**config.mk**
```make
export PLATFORM = sky130hd
export DESIGN_NAME = nec_bus_slave
export DESIGN_NICKNAME = d
export VERILOG_FILES = /design/src/rtl/nec_bus_pkg.sv /design/src/rtl/nec_pin_sync.sv /design/src/rtl/nec_bus_slave.sv
export SDC_FILE = /design/constraint.sdc
export NUM_CORES = 1
export LEC_CHECK = 0
export BUFFER_PORTS_ARGS = -buffer_cell sky130_fd_sc_hd__buf_2
export CORE_ASPECT_RATIO = 0.8
export CORE_UTILIZATION = 35
export CTS_CLUSTER_DIAMETER = 50
export DETAILED_ROUTE_END_ITERATION = 16
export PLACE_DENSITY = 0.63
export SLEW_MARGIN = 30
export SYNTH_ARGS = -nofsm -noshare
export SYNTH_HDL_FRONTEND = slang
export SYNTH_SLANG_ARGS = --single-unit
```
**constraint.sdc**
```tcl
create_clock -name clk -period 3.2 [get_ports clk]
set_input_delay 0.32 -clock clk [delete_from_list [all_inputs] [get_ports clk]]
set_output_delay 0.32 -clock clk [all_outputs]
set_load 0.02 [all_outputs]
```
**src/rtl/nec_bus_pkg.sv**
```systemverilog
// Shared types for the NEC V30/V33 bus slave.
//   state_t      : bus-cycle FSM states
//   trace_kind_t : cycle class stored in trace bits [63:62]
//   trace_rec_t  : 64-bit trace record layout
//   TRACE_W      : trace record width
package nec_bus_pkg;

   localparam int unsigned TRACE_W = 64;

   typedef enum logic [2:0] {
      ST_IDLE,
      ST_STROBE,
      ST_WCAP,
      ST_MEM,
      ST_INTA,
      ST_HOLD
   } state_t;

   typedef enum logic [1:0] {
      TK_MEM_RD = 2'd0,
      TK_MEM_WR = 2'd1,
      TK_IO_RD  = 2'd2,
      TK_IO_WR  = 2'd3
   } trace_kind_t;

   typedef struct packed {
      trace_kind_t kind;     // [63:62]
      logic        inta;     // [61]
      logic        timeout;  // [60]
      logic [19:0] addr;     // [59:40]
      logic [1:0]  be;       // [39:38]
      logic [5:0]  rsvd;     // [37:32]
      logic [15:0] data;     // [31:16]
      logic [15:0] ts;       // [15:0]
   } trace_rec_t;

   function automatic trace_kind_t kind_of(input logic io, input logic we);
      return trace_kind_t'({io, we});
   endfunction

endpackage

```
**src/rtl/nec_pin_sync.sv**
```systemverilog
// Multi-flop synchronizer with falling-edge detect on the synchronized copy.
//   clk, reset : core clock, synchronous active-high reset
//   d_i        : raw asynchronous input(s)
//   q_o        : synchronized level
//   fall_o     : one-cycle pulse per bit when q_o goes 1 -> 0
module nec_pin_sync #(
   parameter int unsigned      WIDTH   = 1,
   parameter int unsigned      STAGES  = 2,
   parameter logic [WIDTH-1:0] RST_VAL = '0
) (
   input  logic             clk,
   input  logic             reset,
   input  logic [WIDTH-1:0] d_i,
   output logic [WIDTH-1:0] q_o,
   output logic [WIDTH-1:0] fall_o
);

   logic [WIDTH-1:0] stage_q [STAGES];
   logic [WIDTH-1:0] prev_q;

   always_ff @(posedge clk) begin
      if (reset) begin
         for (int unsigned i = 0; i < STAGES; i++) stage_q[i] <= RST_VAL;
         prev_q <= RST_VAL;
      end else begin
         stage_q[0] <= d_i;
         for (int unsigned i = 1; i < STAGES; i++) stage_q[i] <= stage_q[i-1];
         prev_q <= stage_q[STAGES-1];
      end
   end

   assign q_o    = stage_q[STAGES-1];
   assign fall_o = prev_q & ~q_o;

endmodule

```
**src/rtl/nec_bus_slave.sv**
```systemverilog
// NEC V30/V33 bus-cycle decoder: turns each memory / I/O / INTA cycle into one
// memory-side request, paces the CPU with READY, drives read data onto AD and
// emits one 64-bit trace record per completed cycle.
//   clk, reset                 : core clock, synchronous active-high reset
//   nec_ad_in                  : AD[19:0] from pins
//   nec_ad_out, nec_ad_oe      : AD[15:0] drive data and output enable
//   nec_ready                  : CPU READY (1 = cycle may complete)
//   nec_astb..nec_intakn       : raw CPU strobes
//   mem_req/ack/addr/we/io/be/wdata/rdata : memory arbiter request port
//   trace_valid/ready/data     : single-register trace output
//   trace_overflow, timeout_err: sticky error flags
module nec_bus_slave
   import nec_bus_pkg::*;
#(
   parameter int unsigned SYNC_STAGES = 2,
   parameter int unsigned TIMEOUT     = 255,
   parameter logic [7:0]  INTA_VECTOR = 8'h08
) (
   input  logic               clk,
   input  logic               reset,
   input  logic [19:0]        nec_ad_in,
   output logic [15:0]        nec_ad_out,
   output logic               nec_ad_oe,
   output logic               nec_ready,
   input  logic               nec_astb,
   input  logic               nec_rdn,
   input  logic               nec_wrn,
   input  logic               nec_ion,
   input  logic               nec_ubenn,
   input  logic               nec_intakn,
   output logic               mem_req,
   input  logic               mem_ack,
   output logic [19:0]        mem_addr,
   output logic               mem_we,
   output logic               mem_io,
   output logic [1:0]         mem_be,
   output logic [15:0]        mem_wdata,
   input  logic [15:0]        mem_rdata,
   output logic               trace_valid,
   input  logic               trace_ready,
   output logic [TRACE_W-1:0] trace_data,
   output logic               trace_overflow,
   output logic               timeout_err
);

   localparam int unsigned CW = (TIMEOUT > 1) ? $clog2(TIMEOUT) : 1;
   localparam logic [CW-1:0] CNT_LAST = CW'(TIMEOUT - 1);

   // Synchronized pins
   logic        astb_s, astb_f, rdn_s, rdn_f, wrn_s, wrn_f;
   logic        ion_s, ion_f, ubenn_s, ubenn_f, intak_s, intak_f;
   logic [19:0] ad_s, ad_f;

   nec_pin_sync #(.WIDTH(1), .STAGES(SYNC_STAGES), .RST_VAL(1'b0)) u_sync_astb (
      .clk(clk), .reset(reset), .d_i(nec_astb), .q_o(astb_s), .fall_o(astb_f));
   nec_pin_sync #(.WIDTH(1), .STAGES(SYNC_STAGES), .RST_VAL(1'b1)) u_sync_rdn (
      .clk(clk), .reset(reset), .d_i(nec_rdn), .q_o(rdn_s), .fall_o(rdn_f));
   nec_pin_sync #(.WIDTH(1), .STAGES(SYNC_STAGES), .RST_VAL(1'b1)) u_sync_wrn (
      .clk(clk), .reset(reset), .d_i(nec_wrn), .q_o(wrn_s), .fall_o(wrn_f));
   nec_pin_sync #(.WIDTH(1), .STAGES(SYNC_STAGES), .RST_VAL(1'b1)) u_sync_ion (
      .clk(clk), .reset(reset), .d_i(nec_ion), .q_o(ion_s), .fall_o(ion_f));
   nec_pin_sync #(.WIDTH(1), .STAGES(SYNC_STAGES), .RST_VAL(1'b1)) u_sync_ubenn (
      .clk(clk), .reset(reset), .d_i(nec_ubenn), .q_o(ubenn_s), .fall_o(ubenn_f));
   nec_pin_sync #(.WIDTH(1), .STAGES(SYNC_STAGES), .RST_VAL(1'b1)) u_sync_intakn (
      .clk(clk), .reset(reset), .d_i(nec_intakn), .q_o(intak_s), .fall_o(intak_f));
   nec_pin_sync #(.WIDTH(20), .STAGES(SYNC_STAGES), .RST_VAL(20'h0)) u_sync_ad (
      .clk(clk), .reset(reset), .d_i(nec_ad_in), .q_o(ad_s), .fall_o(ad_f));

   // Levels are used for these; their edge outputs are not needed.
   logic unused_sync;
   assign unused_sync = ^{astb_s, rdn_f, wrn_f, ion_f, ubenn_f, ad_f};

   // State
   state_t        state_q, state_d;
   logic [19:0]   addr_q, addr_d;
   logic [1:0]    be_q, be_d;
   logic          io_q, io_d, we_q, we_d, req_q, req_d;
   logic [15:0]   wdata_q, wdata_d, ad_out_q, ad_out_d;
   logic          oe_q, oe_d, ready_q, ready_d;
   logic          inta_q, inta_d, tout_q, tout_d, tmo_err_q, tmo_err_d;
   logic [CW-1:0] cnt_q, cnt_d;
   logic [15:0]   ts_q, ts_d, ts_cap_q, ts_cap_d;
   trace_rec_t    tr_q, tr_d;
   logic          tr_valid_q, tr_valid_d, ovf_q, ovf_d;

   always_ff @(posedge clk) begin
      if (reset) begin
         state_q    <= ST_IDLE;
         addr_q     <= '0;
         be_q       <= '0;
         io_q       <= 1'b0;
         we_q       <= 1'b0;
         req_q      <= 1'b0;
         wdata_q    <= '0;
         ad_out_q   <= '0;
         oe_q       <= 1'b0;
         ready_q    <= 1'b1;
         inta_q     <= 1'b0;
         tout_q     <= 1'b0;
         tmo_err_q  <= 1'b0;
         cnt_q      <= '0;
         ts_q       <= '0;
         ts_cap_q   <= '0;
         tr_q       <= '0;
         tr_valid_q <= 1'b0;
         ovf_q      <= 1'b0;
      end else begin
         state_q    <= state_d;
         addr_q     <= addr_d;
         be_q       <= be_d;
         io_q       <= io_d;
         we_q       <= we_d;
         req_q      <= req_d;
         wdata_q    <= wdata_d;
         ad_out_q   <= ad_out_d;
         oe_q       <= oe_d;
         ready_q    <= ready_d;
         inta_q     <= inta_d;
         tout_q     <= tout_d;
         tmo_err_q  <= tmo_err_d;
         cnt_q      <= cnt_d;
         ts_q       <= ts_d;
         ts_cap_q   <= ts_cap_d;
         tr_q       <= tr_d;
         tr_valid_q <= tr_valid_d;
         ovf_q      <= ovf_d;
      end
   end

   always_comb begin
      trace_rec_t rec;
      logic       push;

      state_d    = state_q;
      addr_d     = addr_q;
      be_d       = be_q;
      io_d       = io_q;
      we_d       = we_q;
      req_d      = req_q;
      wdata_d    = wdata_q;
      ad_out_d   = ad_out_q;
      oe_d       = oe_q;
      ready_d    = ready_q;
      inta_d     = inta_q;
      tout_d     = tout_q;
      tmo_err_d  = tmo_err_q;
      cnt_d      = cnt_q;
      ts_d       = ts_q + 16'd1;
      ts_cap_d   = ts_cap_q;
      tr_d       = tr_q;
      tr_valid_d = tr_valid_q;
      ovf_d      = ovf_q;
      push       = 1'b0;

      unique case (state_q)
         ST_IDLE: begin
            if (astb_f) begin
               addr_d   = ad_s;
               be_d     = {~ubenn_s, ~ad_s[0]};
               io_d     = ~ion_s;
               we_d     = 1'b0;
               inta_d   = 1'b0;
               tout_d   = 1'b0;
               ts_cap_d = ts_q;
               ready_d  = 1'b0;
               state_d  = ST_STROBE;
            end else if (intak_f) begin
               addr_d   = '0;
               be_d     = '0;
               io_d     = 1'b0;
               we_d     = 1'b0;
               inta_d   = 1'b1;
               tout_d   = 1'b0;
               ts_cap_d = ts_q;
               state_d  = ST_INTA;
            end
         end
         ST_STROBE: begin
            if (!rdn_s) begin
               req_d   = 1'b1;
               we_d    = 1'b0;
               cnt_d   = '0;
               state_d = ST_MEM;
            end else if (!wrn_s) begin
               // Write data is taken one cycle after WRn is seen low.
               state_d = ST_WCAP;
            end
         end
         ST_WCAP: begin
            wdata_d = ad_s[15:0];
            we_d    = 1'b1;
            req_d   = 1'b1;
            cnt_d   = '0;
            state_d = ST_MEM;
         end
         ST_MEM: begin
            // A completing ack wins over a coincident timeout.
            if (mem_ack) begin
               req_d   = 1'b0;
               ready_d = 1'b1;
               if (!we_q) begin
                  ad_out_d = mem_rdata;
                  oe_d     = 1'b1;
               end
               state_d = ST_HOLD;
            end else if (cnt_q == CNT_LAST) begin
               req_d     = 1'b0;
               ready_d   = 1'b1;
               tout_d    = 1'b1;
               tmo_err_d = 1'b1;
               if (!we_q) begin
                  ad_out_d = 16'hFFFF;
                  oe_d     = 1'b1;
               end
               state_d = ST_HOLD;
            end else begin
               cnt_d = cnt_q + CW'(1);
            end
         end
         ST_INTA: begin
            ad_out_d = {8'h00, INTA_VECTOR};
            oe_d     = 1'b1;
            ready_d  = 1'b1;
            state_d  = ST_HOLD;
         end
         ST_HOLD: begin
            if (rdn_s && wrn_s && intak_s) begin
               oe_d    = 1'b0;
               push    = 1'b1;
               state_d = ST_IDLE;
            end
         end
         default: state_d = ST_IDLE;
      endcase

      // Record data is the write data for writes, otherwise whatever was
      // driven onto AD (read data, 16'hFFFF on timeout, or the INTA vector).
      rec.kind    = kind_of(io_q, we_q);
      rec.inta    = inta_q;
      rec.timeout = tout_q;
      rec.addr    = addr_q;
      rec.be      = be_q;
      rec.rsvd    = '0;
      rec.data    = we_q ? wdata_q : ad_out_q;
      rec.ts      = ts_cap_q;

      if (push) begin
         if (tr_valid_q && !trace_ready) begin
            ovf_d = 1'b1;
         end else begin
            tr_d       = rec;
            tr_valid_d = 1'b1;
         end
      end else if (tr_valid_q && trace_ready) begin
         tr_valid_d = 1'b0;
      end
   end

   assign nec_ad_out     = ad_out_q;
   assign nec_ad_oe      = oe_q;
   assign nec_ready      = ready_q;
   assign mem_req        = req_q;
   assign mem_addr       = addr_q;
   assign mem_we         = we_q;
   assign mem_io         = io_q;
   assign mem_be         = be_q;
   assign mem_wdata      = wdata_q;
   assign trace_valid    = tr_valid_q;
   assign trace_data     = tr_q;
   assign trace_overflow = ovf_q;
   assign timeout_err    = tmo_err_q;

endmodule

```
==> impl_metrics.env, run 1 <==
export IMPL_holdPathStages=2
export IMPL_critPathKind="register to register"
export IMPL_grt_pass1_vias=5803
export IMPL_nFillCells=2254
export IMPL_grt_max_degree=113
export IMPL_top_layer_used="met4"
export IMPL_die_h_um=137.8
export IMPL_tightest_slew_ns=0.9144
export IMPL_drt_iter0_markers=382
export IMPL_vias=6395
export IMPL_path_cells="nand4_1, nor3b_4, buf_4, mux2i_1, nor2_1"
export IMPL_wl_um=20220
export IMPL_worst_hold_path_endpoint="u_sync_ad.stage_q[0][6]$_SDFF_PP0_"
export IMPL_syn_area_per_cell_sq_um=9.319
export IMPL_via_per_inst=4.716
export IMPL_yosys_area_top_type="dfxtp_1"
export IMPL_hp_start="nec_ad_in[6]"
export IMPL_cp_max_fo=48
export IMPL_leakage_uw=0.004042
export IMPL_grt_usage_pct=16.92
export IMPL_cp_data_required_time_ns=3.57
export IMPL_synth_async_reset_ratio_pct=0
export IMPL_hold_class="input port to register"
export IMPL_antenna_found_initial=0
export IMPL_final_antenna_net_count=0
export IMPL_gp_congestion=0.7880
export IMPL_synth_ff_type="dfxtp_1"
export IMPL_ctsRootBufferMaster="clkbuf_16"
export IMPL_status="complete, no violations"
export IMPL_critPathArrivalTime_ns=2.75
export IMPL_cts_sinks=219
export IMPL_synth_edf_count=0
export IMPL_io_pins=172
export IMPL_num_rows=49
export IMPL_die_w_um=171.8
export IMPL_wl_met2_um=8065
export IMPL_clock_path_buffers=3
export IMPL_min_period_over_period_pct=74.26
export IMPL_syn_area_sq_um=8070
export IMPL_cts_hold_buffers=22
export IMPL_ys_types=49
export IMPL_final_cells=1356
export IMPL_wl_met1_um=10620
export IMPL_drive_gt1_share_pct=22.86
export IMPL_htreeDepth=1
export IMPL_rr_endpoint="trace_data[10]$_SDFFE_PP0P_"
export IMPL_rsz0062_at_grt="no"
export IMPL_crit_path_start_kind="register"
export IMPL_wl_met3_um=1125
export IMPL_drt_wirelength_per_cell_um=14.91
export IMPL_drc=0
export IMPL_critical_path_buf_inv_count=1
export IMPL_tns_ns=0
export IMPL_grt_overflow=0
export IMPL_area_delta_synth_final_pct=25.99
export IMPL_placed_cells=1287
export IMPL_multiInputGateArea_sq_um=3308
export IMPL_ff_latch_area_sq_um=4384
export IMPL_skew_ns=0.01731
export IMPL_end_kind="register"
export IMPL_synthTopCellsByArea="dfxtp_1 (54%), mux2i_1 (7.2%), a21oi_1 (4.9%), nor2_1 (4.8%), nor2b_1 (4.0%)"
export IMPL_ys_warnings_count=0
export IMPL_ctsResizeCount=0
export IMPL_antennaDiodeCount=0
export IMPL_core_area_sq_um=22560
export IMPL_reg2reg_slack_ns=0.82
export IMPL_p_per_area_nw_per_um2=585.3
export IMPL_ff2ff_path_depth=5
export IMPL_hpwl_um=13540
export IMPL_die_area_sq_um=23670
export IMPL_synth_top_area_share_pct=54.33
export IMPL_crit_family="simple AND/OR/NAND/NOR gates"
export IMPL_synth_seq_cells=219
export IMPL_cts_setup_buffers=0
export IMPL_slowest_stage="dfxtp_1"
export IMPL_max_stage_delay_ns=0.67
export IMPL_cts_buffers=26
export IMPL_syn_instance_count=866
export IMPL_clk_latency_ns=0.52
export IMPL_clk_pin_slew_ns=0.06
export IMPL_max_cap_viol_count=0
export IMPL_vdd_ir_drop_worst_mv=0.3302
export IMPL_cts_tree="done"
export IMPL_min_period_ns=2.376
export IMPL_nNetsFinal=1080
export IMPL_setup_violations=0
export IMPL_initial_core_util_pct=35.77
export IMPL_port_buffers=165
export IMPL_hold_violations=0
export IMPL_final_max_slew_viol_count=0
export IMPL_grt_pass1_wl_um=31650
export IMPL_dr_pass1_iters=6
export IMPL_seq_area_frac_synth_pct=54.33
export IMPL_r2r_start="state_q[0]$_SDFFE_PP0P_"
export IMPL_fmax_mhz=420.8
export IMPL_relSlewSlack_pct=38.82
-- worst register-to-register path, delay by kind of cell, from the launching register on --
family                 cells  cell delay [ns]
multiplexers               1             0.29
buffers and inverters      1             0.55
flip-flops                 1             0.67
AND/OR/NAND/NOR            3             0.73
-- cell usage after synthesis, types with 3 or more instances --
cell type,instances
dfxtp_1,219
nor2_1,104
nand2_1,80
a21oi_1,79
mux2i_1,58
nor2b_1,51
clkbuf_1,35
nand3_1,33
a22oi_1,22
inv_1,22
o21ai_0,22
a211oi_1,16
buf_4,15
buf_2,13
or2_2,12
nor3_1,9
o31ai_1,6
nand2b_1,5
or3_1,5
xor2_1,5
and3_1,4
nand4_1,4
or4_1,4
a2bb2oi_1,3
ha_1,3
mux2_2,3
xnor2_1,3
-- metrics by stage --
step                      setup WS, ns  util [%]  cell area, sq um  total power (uW)  hold slack (ns)
after floorplan                  1.555         -              8089              3049           0.3895
after global placement          0.9688     40.20              9070              3129           0.3920
after detailed placement        0.8564     40.32              9097              3139           0.3941
after CTS                       0.8379     45.06             10170              6017         0.001144
after global routing            0.5766     45.06             10170              6142          0.04428
final                           0.8238     45.06             10170              5951          0.02545
-- layout by cell type (no fill, tap or decap), types with 5 or more instances in the layout --
cell | netlist | layout
dfxtp_1 | 219 | 219
buf_2 | 13 | 164
nor2_1 | 104 | 104
nand2_1 | 80 | 80
a21oi_1 | 79 | 79
mux2i_1 | 58 | 58
nor2b_1 | 51 | 51
nand3_1 | 33 | 33
clkbuf_16 | 0 | 27
inv_1 | 22 | 22
o21ai_0 | 22 | 22
a22oi_1 | 22 | 22
dlygate4sd3_1 | 0 | 22
a211oi_1 | 16 | 16
or2_2 | 12 | 12
nor3_1 | 9 | 9
buf_4 | 15 | 8
o31ai_1 | 6 | 6
conb_1 | 1 | 6
clkbuf_8 | 0 | 6
nand2b_1 | 5 | 5
or3_1 | 5 | 5
xor2_1 | 5 | 5
-- sequential cells by signal, summed over array words and instances (netlist names), 2 cells and up --
signal / count
u_sync_ubenn.stage_q: 2
ts_q: 16
u_sync_wrn.stage_q: 2
trace_data: 58
state_q: 3
u_sync_ad.stage_q: 40
u_sync_intakn.stage_q: 2
mem_be: 2
u_sync_ion.stage_q: 2
mem_addr: 20
u_sync_astb.stage_q: 2
ts_cap_q: 16
nec_ad_out: 16
cnt_q: 8
mem_wdata: 16
u_sync_rdn.stage_q: 2
-- report_power, final --
part,switching [uW],total (uW),internal (uW),leakage [uW]
clock,1160,2850,1690,0.000416
combinational,167,282,115,0.00185
sequential,36.9,2820,2780,0.00178
-- routing by layer --
metal	global-route usage (%)	up-vias
li1	-	3255
met4	4.720	0
met3	3.160	29
met2	24.34	171
met5	0	-
met1	25.42	2940
-- cells by family (layout without fill, tap and decap cells) --
logic type               count (synthesis)  in the layout  share of synthesized area, %
other                                    1              6                       0.04647
XOR/XNOR                                 8              8                        0.8683
multiplexers                            61             61                         7.612
AND/OR/NAND/NOR                        328            328                         19.75
AO/OA/AOI/OAI                          159            159                         11.80
adder cells (fa/ha/maj)                  3              3                        0.4652
flip-flops                             219            219                         54.33
buffers and inverters                   87            266                         5.132
-- cell type report --
type,count,share of cell area (%)
well taps,306,3.766
clock inverters,10,0.7507
multi-input cells,565,32.54
clock buffers,37,7.605
inverters,22,0.8122
repair buffers,197,11.41
flip-flops and latches,219,43.12
-- worst max-delay path by stage --
stage | cells past startpoint | from | endpoint | slack [ns]
after floorplan | 6 | cnt_q[0]$_SDFFE_PP0P_ | cnt_q[7]$_SDFFE_PP0P_ | 1.56
after global placement | 5 | state_q[0]$_SDFFE_PP0P_ | trace_data[38]$_SDFFE_PP0P_ | 0.97
after detailed placement | 5 | state_q[0]$_SDFFE_PP0P_ | trace_data[62]$_SDFFE_PP0P_ | 0.86
after CTS | 5 | state_q[0]$_SDFFE_PP0P_ | trace_data[10]$_SDFFE_PP0P_ | 0.84
after global routing | 5 | state_q[0]$_SDFFE_PP0P_ | trace_data[8]$_SDFFE_PP0P_ | 0.58
final | 5 | state_q[0]$_SDFFE_PP0P_ | trace_data[10]$_SDFFE_PP0P_ | 0.82
No activity file was read; power rests on OpenSTA's default activity.
==> run 2, diff against run 1 <==
- clock period: 3.2 -> 2.4 ns (I/O delays scaled with it)
==> run 2 against run 1 <==
Worst hold slack improved by 0.050 ns. Die area stayed put. Design area up 1.1%. Register-to-register slack lost 0.48 ns. Routed wire length is 0.79% lower. Clock skew up 0.0066 ns. Clock power is 37% higher. Via count increased by 0.78%. Largest power group unchanged.
==> impl_metrics.env, run 2 (same netlist as run 1, synthesis figures left out) <==
export IMPL_nFillCells=2271
export IMPL_skew_ns=0.02390
export IMPL_nNetsFinal=1090
export IMPL_wl_met3_um=1290
export IMPL_num_rows=49
export IMPL_p_per_area_nw_per_um2=782.4
export IMPL_top_layer_used="met4"
export IMPL_gp_congestion=0.7797
export IMPL_grt_overflow=0
export IMPL_grt_usage_pct=16.77
export IMPL_critPathKind="register to register"
export IMPL_timing_hold_ws_ns=0.07586
export IMPL_end_kind="register"
export IMPL_largest_reg_flops=58
export IMPL_tns_ns=0
export IMPL_max_stage_delay_ns=0.67
export IMPL_htreeDepth=1
export IMPL_core_area_sq_um=22560
export IMPL_rsz0062_at_grt="no"
export IMPL_vias=6445
export IMPL_min_period_over_period_pct=85.63
export IMPL_hpwl_um=13630
export IMPL_io_pins=172
export IMPL_initial_core_util_pct=35.77
export IMPL_via_per_inst=4.718
export IMPL_drive_gt1_share_pct=23.40
export IMPL_antenna_found_initial=0
export IMPL_hold_class="input port to register"
export IMPL_clk_pin_slew_ns=0.06
export IMPL_path_cells="nand2b_1, nor3b_4, buf_12, mux2i_1, nor2_1"
export IMPL_ff_latch_area_sq_um=4384
export IMPL_layout_common_cells="dfxtp_1 (219), buf_2 (164), nor2_1 (104), nand2_1 (80), a21oi_1 (79)"
export IMPL_cts_buffers=26
export IMPL_antennaDiodeCount=0
export IMPL_status="complete, no violations"
export IMPL_final_antenna_net_count=0
export IMPL_crit_path_start_kind="register"
export IMPL_critPathArrivalTime_ns=2.41
export IMPL_cts_sinks=219
export IMPL_wl_met1_um=10460
export IMPL_relSlewSlack_pct=36.33
export IMPL_drt_wirelength_per_cell_um=14.69
export IMPL_die_h_um=137.8
export IMPL_ctsRootBufferMaster="clkbuf_16"
export IMPL_drt_iter0_markers=377
export IMPL_leakage_uw=0.004102
export IMPL_port_buffers=165
export IMPL_min_period_ns=2.055
export IMPL_fmax_mhz=486.6
export IMPL_wl_um=20060
export IMPL_dr_pass1_iters=4
export IMPL_clk_latency_ns=0.53
export IMPL_area_delta_synth_final_pct=27.36
export IMPL_die_w_um=171.8
export IMPL_setup_violations=0
export IMPL_die_area_sq_um=23670
export IMPL_cts_tree="done"
export IMPL_vdd_ir_drop_worst_mv=0.5822
export IMPL_wl_met2_um=7948
export IMPL_hold_violations=0
export IMPL_finalPower_uw=8042
export IMPL_cts_setup_buffers=0
export IMPL_layout_commonest_cell="dfxtp_1"
export IMPL_fin_util_pct=45.56
export IMPL_cp_max_fo=74
export IMPL_cp_data_required_time_ns=2.76
export IMPL_max_cap_viol_count=0
export IMPL_drc=0
export IMPL_grt_pass1_wl_um=31200
export IMPL_clock_path_buffers=3
export IMPL_grt_max_degree=117
export IMPL_grt_pass1_vias=5844
export IMPL_slowest_stage="dfxtp_1"
export IMPL_final_max_slew_viol_count=0
export IMPL_tightest_slew_ns=0.9516
export IMPL_multiInputGateArea_sq_um=3308
[run 2: layer usage]
metal  global-route usage, %  vias up
li1                        -     3279
met1                   25.04     2956
met2                   24.40      180
met3                   3.131       30
met4                   4.474        0
met5                       0        -
[run 2: metrics by stage]
step           cell area, sq um  setup slack (ns)  std cells
6_report                  10280            0.3448       1366
5_1_grt                   10280            0.1105       1366
4_1_cts                   10280            0.3616       1366
3_5_place_dp               9148            0.3829       1293
3_3_place_gp               9148            0.4415       1293
2_1_floorplan              8089            0.7552        871
[run 2: worst paths after layout]
check                           slack, ns  cells after the start                             startpoint                                     to
worst max-delay path                 0.34                      5                state_q[2]$_SDFFE_PP0P_             trace_data[8]$_SDFFE_PP0P_
worst min-delay path                 0.08                      3                           mem_rdata[3]             nec_ad_out[3]$_SDFFE_PP0P_
worst max register to register       0.34                      5                state_q[2]$_SDFFE_PP0P_             trace_data[8]$_SDFFE_PP0P_
worst min register to register       0.40                      1  u_sync_ubenn.stage_q[0][0]$_SDFF_PP1_  u_sync_ubenn.stage_q[0][1]$_SDFF_PP1_
[run 2: layout make-up]
class	count	share of cell area, %
Multi-Input combinational cell	565	32.19
Clock inverter	15	1.534
Tap cell	306	3.725
Inverter	22	0.8034
Timing Repair Buffer	207	12.16
Sequential cell	219	42.65
Clock buffer	32	6.939
[run 2: where the power goes]
part | leakage [uW] | internal, uW | total (uW) | switching (uW)
sequential | 0.00178 | 3710 | 3750 | 47.1
combinational | 0.00189 | 162 | 387 | 225
clock | 0.000434 | 2340 | 3900 | 1560
[run 2: timing repair]
item	4_1_cts	5_1_grt
hold endpoints to repair	26	0
gates resized for setup	0	0
hold buffers	26	0
[run 2: critical path, delay by kind of cell, from the launching register on]
kind | cells | cell delay, ns
buffers and inverters | 1 | 0.41
multiplexers | 1 | 0.23
flip-flops | 1 | 0.67
AND/OR/NAND/NOR | 3 | 0.55
==> run 3, diff against run 2 <==
- clock period: 2.4 -> 2 ns (I/O delays scaled with it)
==> run 3 against run 2 <==
Count of clock-buffer cells in the layout decreased by 3. First-iteration DRC count decreased by 13%. Clock power is 17% higher. Critical endpoint is now cnt_q[7]$_SDFFE_PP0P_. Largest cell class unchanged. Largest power group unchanged. Highest routed layer unchanged.
==> impl_metrics.env, run 3 (same netlist as run 1, synthesis figures left out) <==
export IMPL_io_pins=172
export IMPL_timing_hold_ws_ns=0.02935
export IMPL_antenna_found_initial=0
export IMPL_ctsRootBufferMaster="clkbuf_16"
export IMPL_port_buffers=165
export IMPL_htreeDepth=1
export IMPL_wl_um=20280
export IMPL_cp_max_fo=10
export IMPL_cts_buffers=25
export IMPL_p_per_area_nw_per_um2=921.1
export IMPL_min_period_over_period_pct=90.64
export IMPL_end_kind="register"
export IMPL_final_max_slew_viol_count=0
export IMPL_drt_wirelength_per_cell_um=14.77
export IMPL_placed_cells=1306
export IMPL_fmax_mhz=551.7
export IMPL_die_area_sq_um=23670
export IMPL_skew_ns=0.01712
export IMPL_largest_reg_flops=58
export IMPL_tns_ns=0
export IMPL_final_antenna_net_count=0
export IMPL_grt_pass1_vias=5978
export IMPL_drc=0
export IMPL_rsz0062_at_grt="no"
export IMPL_p_comb_share_pct=5.0
export IMPL_hp_start="mem_rdata[3]"
export IMPL_cts_hold_buffers=26
export IMPL_hpwl_um=13970
export IMPL_cp_data_required_time_ns=2.44
export IMPL_p_switching_uw=2148
export IMPL_critPathKind="register to register"
export IMPL_leakage_uw=0.004148
export IMPL_die_h_um=137.8
export IMPL_hold_violations=0
export IMPL_min_period_ns=1.813
export IMPL_crit_path_start_kind="register"
export IMPL_layout_common_cells="dfxtp_1 (219), buf_2 (164), nor2_1 (104), nand2_1 (80), a21oi_1 (79)"
export IMPL_crit_path_start="cnt_q[0]$_SDFFE_PP0P_"
export IMPL_drt_iter0_markers=327
export IMPL_initial_core_util_pct=35.77
export IMPL_core_area_sq_um=22560
export IMPL_die_w_um=171.8
export IMPL_antennaDiodeCount=0
export IMPL_clock_path_buffers=3
export IMPL_hold_class="input port to register"
export IMPL_cts_setup_buffers=0
export IMPL_num_rows=49
export IMPL_gp_congestion=0.8166
export IMPL_pwr_share_seq_pct=47.2
export IMPL_critPathArrivalTime_ns=2.26
export IMPL_p_clk_share_pct=47.8
export IMPL_layout_commonest_cell="dfxtp_1"
export IMPL_dr_pass1_iters=4
export IMPL_vias=6457
export IMPL_internal_power_uw=7391
export IMPL_area_delta_synth_final_pct=28.33
export IMPL_final_cells=1373
export IMPL_clk_pin_slew_ns=0.06
export IMPL_setup_violations=0
export IMPL_grt_usage_pct=17.20
export IMPL_cts_tree="done"
export IMPL_vdd_ir_drop_worst_mv=0.5756
export IMPL_ctsResizeCount=0
export IMPL_netSwitchingFraction_pct=22.52
export IMPL_grt_overflow=0
export IMPL_relSlewSlack_pct=33.65
export IMPL_nNetsFinal=1102
export IMPL_finalPower_uw=9539
export IMPL_grt_pass1_wl_um=31970
export IMPL_clk_latency_ns=0.52
export IMPL_grt_max_degree=92
export IMPL_via_per_inst=4.703
export IMPL_cts_sinks=219
export IMPL_r2r_start="cnt_q[0]$_SDFFE_PP0P_"
export IMPL_drive_gt1_share_pct=23.81
export IMPL_max_cap_viol_count=0
export IMPL_status="complete, no violations"
export IMPL_tightest_slew_ns=0.9916
run 3: worst max-delay path, cell delays in order, from the launching register on:
cell and delay (ns):
dfxtp_1 0.39, inv_1 0.06, ha_1 0.19, nand4_1 0.19, o221ai_2 0.22, or4_1 0.54
a21oi_1 0.15
run 3: metal layers:
metal / global-route usage, % / share of wire [%]
met4: 4.425 / 1.7
met1: 25.69 / 50
met5: 0 / 0
met2: 24.88 / 40
met3: 3.447 / 8.0
run 3: metrics by stage:
stage | cell area [sq um] | setup WS (ns) | utilization [%]
floorplan | 8089 | 0.3552 | -
global placement | 9270 | 0.2517 | 41.09
detailed placement | 9270 | 0.1977 | 41.09
CTS | 10360 | 0.1826 | 45.90
global route | 10360 | 0.009200 | 45.90
finish | 10360 | 0.1873 | 45.90
run 3: final timing paths:
| check | endpoint | slack (ns) | cells past startpoint |
|---|---|---|---|
| worst max-delay path | cnt_q[7]$_SDFFE_PP0P_ | 0.19 | 6 |
| worst min-delay path | nec_ad_out[3]$_SDFFE_PP0P_ | 0.03 | 3 |
| worst max register to register | cnt_q[7]$_SDFFE_PP0P_ | 0.19 | 6 |
| worst min register to register | u_sync_ubenn.stage_q[0][1]$_SDFF_PP1_ | 0.41 | 1 |
run 3: power groups by stage:
stage	logic, uW	clock network, uW	registers (uW)
final	481	4560	4500
after global routing	533	4880	4510
after CTS	485	4700	4500
after detailed placement	444	0	4600
after global placement	442	0	4600
after floorplan	270	0	4610
run 3: final cells by class:
| type | count | area, sq um |
|---|---|---|
| repair buffers | 220 | 1373 |
| well taps | 306 | 382.9 |
| multi-input cells | 565 | 3308 |
| clock inverters | 12 | 175.2 |
| flip-flops and latches | 219 | 4384 |
| clock buffers | 29 | 650.6 |
| fillers | 2240 | 12210 |
| inverters | 22 | 82.58 |
